## src/rtl/mem_access_ctrl.sv

```systemverilog
// Sequences one load/store at a time into strobes for an external MAR/MDR/memory datapath.
// Latency: rsp_valid in the 4th cycle after the accept edge, plus MEM_LAT wait cycles.
// Backpressure: req_ready is high only in IDLE; a request must be held until it is accepted.
module mem_access_ctrl #(
  parameter int MEM_LAT = 0,
  parameter int ADDR_W  = 9
) (
  input  logic              clk,
  input  logic              reset_n,
  input  logic              req_valid,
  input  logic              req_write,
  input  logic [ADDR_W-1:0] req_addr,
  input  logic [31:0]       req_wdata,
  output logic              req_ready,
  output logic              rsp_valid,
  output logic [31:0]       rsp_rdata,
  input  logic [31:0]       mdr_q,
  output logic [31:0]       bus_out,
  output logic              mar_en,
  output logic              mdr_en,
  output logic              read_from_mem,
  output logic              mem_write
);

  localparam logic [2:0] S_IDLE    = 3'd0;
  localparam logic [2:0] S_ADDR    = 3'd1;
  localparam logic [2:0] S_WAIT    = 3'd2;
  localparam logic [2:0] S_LD_RD   = 3'd3;
  localparam logic [2:0] S_LD_CAP  = 3'd4;
  localparam logic [2:0] S_ST_DATA = 3'd5;
  localparam logic [2:0] S_ST_WR   = 3'd6;
  localparam logic [2:0] S_DONE    = 3'd7;

  // Wait counter start value; a zero-latency build never enters WAIT.
  localparam logic [3:0] LAT_INIT = (MEM_LAT > 0) ? 4'(MEM_LAT - 1) : 4'd0;

  logic [2:0]        state;
  logic [2:0]        next_state;
  logic              op_write;
  logic [ADDR_W-1:0] addr_q;
  logic [31:0]       wdata_q;
  logic [3:0]        wait_cnt;
  logic [2:0]        access_state;

  // First access state after the address phase depends on the latched op.
  assign access_state = op_write ? S_ST_DATA : S_LD_RD;

  // Next-state decode for the access sequence.
  always_comb begin
    next_state = state;
    case (state)
      S_IDLE:    if (req_valid) next_state = S_ADDR;
      S_ADDR:    next_state = (MEM_LAT > 0) ? S_WAIT : access_state;
      S_WAIT:    if (wait_cnt == 4'd0) next_state = access_state;
      S_LD_RD:   next_state = S_LD_CAP;
      S_LD_CAP:  next_state = S_DONE;
      S_ST_DATA: next_state = S_ST_WR;
      S_ST_WR:   next_state = S_DONE;
      S_DONE:    next_state = S_IDLE;
      default:   next_state = S_IDLE;
    endcase
  end

  // State register plus request latch, wait counter and load-data capture.
  always_ff @(posedge clk or negedge reset_n) begin
    if (!reset_n) begin
      state     <= S_IDLE;
      op_write  <= 1'b0;
      addr_q    <= '0;
      wdata_q   <= '0;
      wait_cnt  <= 4'd0;
      rsp_rdata <= 32'd0;
    end else begin
      state <= next_state;
      // Request fields are only sampled on the accept edge; busy-time changes are ignored.
      if (state == S_IDLE && req_valid) begin
        op_write <= req_write;
        addr_q   <= req_addr;
        wdata_q  <= req_wdata;
      end
      if (state == S_ADDR) begin
        wait_cnt <= LAT_INIT;
      end else if (state == S_WAIT && wait_cnt != 4'd0) begin
        wait_cnt <= wait_cnt - 4'd1;
      end
      // MDR was loaded from memory on the previous edge, so mdr_q is valid here.
      if (state == S_LD_CAP) begin
        rsp_rdata <= mdr_q;
      end
    end
  end

  // Strobes and bus value decode purely from state so reset clears them immediately.
  always_comb begin
    bus_out = 32'd0;
    case (state)
      S_ADDR:    bus_out = {{(32-ADDR_W){1'b0}}, addr_q};
      S_ST_DATA: bus_out = wdata_q;
      default:   bus_out = 32'd0;
    endcase
  end

  assign req_ready     = reset_n && (state == S_IDLE);
  assign mar_en        = (state == S_ADDR);
  assign mdr_en        = (state == S_LD_RD) || (state == S_ST_DATA);
  assign read_from_mem = (state == S_LD_RD);
  assign mem_write     = (state == S_ST_WR);
  assign rsp_valid     = (state == S_DONE);

endmodule

```

## config.mk

```make
export PLATFORM = sky130hd
export DESIGN_NAME = mem_access_ctrl
export DESIGN_NICKNAME = d
export VERILOG_FILES = /design/src/rtl/mem_access_ctrl.sv
export SDC_FILE = /design/constraint.sdc
export NUM_CORES = 1
export LEC_CHECK = 0
export BUFFER_PORTS_ARGS = -buffer_cell sky130_fd_sc_hd__buf_2
export CORE_ASPECT_RATIO = 0.7
export CORE_MARGIN = 1
export CORE_UTILIZATION = 30
export CTS_CLUSTER_SIZE = 40
export DETAILED_ROUTE_END_ITERATION = 10
export PLACE_DENSITY = 0.56
export SETUP_SLACK_MARGIN = 0.4
export SYNTH_ARGS = -nofsm -noshare
export SYNTH_HDL_FRONTEND = slang
export SYNTH_SLANG_ARGS = --single-unit
export TNS_END_PERCENT = 10
```

## constraint.sdc

```tcl
create_clock -name clk -period 1.46 [get_ports clk]
set_input_delay 0.146 -clock clk [delete_from_list [all_inputs] [get_ports clk]]
set_output_delay 0.146 -clock clk [all_outputs]
set_load 0.1 [all_outputs]
```

==> run summary <==
Status: finished, violations left
Failing checks: negative setup slack
Largest area contributor in the netlist: dfrtp_1
# DRC: 0
Syn-to-layout area delta: 77.98%
Worst slack, placed: -0.1341 ns
Final Non-Filler Cells: 582
CP endpoint kind: primary output
Layout net count: 503
Final setup violation count: 114
Die area: 0.01215 mm^2
Hold Path Stages: 2
Largest cells by area after synthesis: dfrtp_1 (58%), mux2_2 (23%), and2_1 (4.6%)
Top-area cell type share of the netlist area: 0.5771
CTS Sinks: 81
Port Buffers: 146
Row cnt: 32
CORE AREA: 0.01121 mm^2
Number of global-route vias before repair: 2,818
First-pass GRT wire length: 14,950 um
Post-DP HPWL: 6078 um
Reg-to-Reg Start: state[0]
Dpl cells: 562
Number of distinct library cells after synthesis: 33
Routed WL per cell: 15.96 um
Final antenna-violating net count: 0
Final min period: 1.832 ns
Worst relative slew slack: 0.7067
Synthesized netlist cell count: 256
Post-Syn Area: 0.003512 mm^2
Post-synthesis adder-cell area fraction: 0.007125
Avg Synthesized Cell Area: 13.72 um^2
Die W: 131.3 um
Remaining Overflow, GRT: 0
Initial antenna violation count: 0
Hold slack: 0.04219 ns
Post-detailed-route via-to-cell ratio: 4.553
#FFs+latches synth: 81
Crit Path Max Fanout: 10
Critical path required time: 1.31 ns
Synth Area in Compound Gates: 0.05094
Reg clk slew, reported paths: 0.06 ns
Fin worst setup slack: -0.3724 ns
Synth warn: 0
Post-synthesis xor/xnor area fraction: 0
Ports: 147
Post-synthesis sequential area ratio: 0.5771
CTS tree: yes
Critical path origin: state[0]
Filler cells: 899
ANT cells: 0
Initial Util: 0.3133
Worst min-delay path category: input port to flop
Simple-gate portion of the synthesized area: 0.09263
Largest family of logic cells by synthesized area: multiplexers
Worst r2r path cells: 5
H-tree levels: 3
Hold Crit Start: req_wdata[17]
Via count: 2,650
Worst setup SP type: flop
Data arrival time of the critical path: 1.69 ns
Syn nets: 335
TritonCTS Buffers: 9
Clk_lat worst skew: 0.33 ns
Clock buffer depth: 2
1st-pass router iterations: 4
Chip height: 92.53 um
CP Class: flop to primary output
Layout cells sized above 1: 0.7226
Clock root buffer: clkbuf_16
Largest net degree at the start of global routing: 82
RSZ-0062 raised after global routing: yes
Fmax: 545.7 MHz
Gpl congestion: 0.8057
Final critical-path share of the clock period: 1.255
Max-Cap Viols: 0
Multiplexer share of the synthesized area: 0.2373
Max Slew Vio Count: 0
Worst clock skew: 0.004292 ns
1st-iter DRT viols: 47
Total track usage: 0.1609
Routed WL: 9289 um
Final hold vios: 0
Worst-Margin Slew: 0.4399 ns
[cell type report]
| type | count | area [um^2] | share of cell area |
|---|---|---|---|
| clock buffers | 11 | 242.7 | 0.03883 |
| inverters | 4 | 15.01 | 0.002402 |
| clock inverters | 5 | 78.83 | 0.01261 |
| multi-input cells | 153 | 1593 | 0.2548 |
| repair buffers | 175 | 2103 | 0.3365 |
| well taps | 153 | 191.4 | 0.03062 |
| flip-flops and latches | 81 | 2027 | 0.3243 |
[critical path, stage by stage (launching register included)]
cell and delay, ns:
dfrtp_1 0.39, buf_6 0.13, buf_6 0.11, nor3b_4 0.15, buf_12 0.15, a22o_4 0.26
buf_12 0.16
[flip-flops by register name, summed over array words and instances, names as in the netlist]
| name | count |
|---|---|
| wait_cnt | 4 |
| addr_q | 9 |
| state | 3 |
| rsp_rdata | 32 |
| op_write | 1 |
| wdata_q | 32 |
[layer usage]
layer	track usage	vias to the layer above	wire length, um
met1	0.1970	1279	4147
met2	0.2460	117	4045
met4	0.04651	0	95
met3	0.08429	11	1000
li1	-	1243	-
met5	0	-	0
[synthesized netlist by cell type]
cell and instances:
buf_6 1, nor3b_1 2, a2111oi_0 1, a21oi_1 2, and3b_1 1, o22ai_1 1, o21ai_0 4, o21a_1 1
nand2_1 3, nor3b_2 1, a211oi_1 1, nor3_1 2, mux2_2 73, and2_1 26, o21bai_1 1, dfrtp_1 81
or4_4 1, a32oi_1 1, or4_1 4, clkbuf_2 1, ha_1 2, a2bb2oi_1 1, nand3_1 4, buf_2 4
o211ai_1 2, inv_1 4, mux2_1 1, clkbuf_1 5, a22o_1 9, buf_4 7, nand2b_1 3, nor2_1 5
nor2b_1 1
[per-stage QoR]
stage               cell area (um^2)  setup TNS (ns)  utilization
floorplan                       3661          -28.58            -
global placement                5270          -6.384       0.4701
detailed placement              5270          -9.374       0.4701
CTS                             6208          -23.44       0.5538
global route                    6251          -29.87       0.5576
finish                          6251          -22.68       0.5576
[worst paths after layout]
path,end,slack [ns]
max,bus_out[2],-0.37
min,wdata_q[17],0.04
max reg2reg,wdata_q[11],-0.27
min reg2reg,wdata_q[15],0.51
max in group asynchronous,wdata_q[18],0.66
min in group asynchronous,rsp_rdata[16],0.45
[placed cells by master, fill, tap and decap left out, types with 2 or more instances in the layout]
cell / instances
nand3_1: 4
buf_6: 5
inv_1: 3
a22o_4: 9
nor2_4: 3
o211ai_1: 2
a21oi_1: 2
clkbuf_16: 10
mux2_4: 2
dfrtp_1: 81
buf_12: 75
nor3_1: 2
mux2_2: 71
clkinv_2: 2
or4_1: 4
buf_4: 18
o21ai_0: 3
buf_2: 75
bufinv_16: 2
nand2b_1: 3
and2_4: 25
[timing repair]
action                     CTS  global route
setup buffers                1             0
pin swaps                    2             3
hold endpoints to repair    81             0
hold buffers                 1             0
gates cloned                 1             1
resized for setup          160            13
setup endpoints to repair  151           151
[cell families after synthesis]
logic type	Yosys count
DFF	81
and+or+nand+nor	53
muxes	74
buffers and inverters	22
AOI/OAI and AO/OA	24
adders and majority gates	2
Power is left out: the tool's default activity adds up to more than one toggle a clock period on the data nets, which glitch-free logic cannot reach.
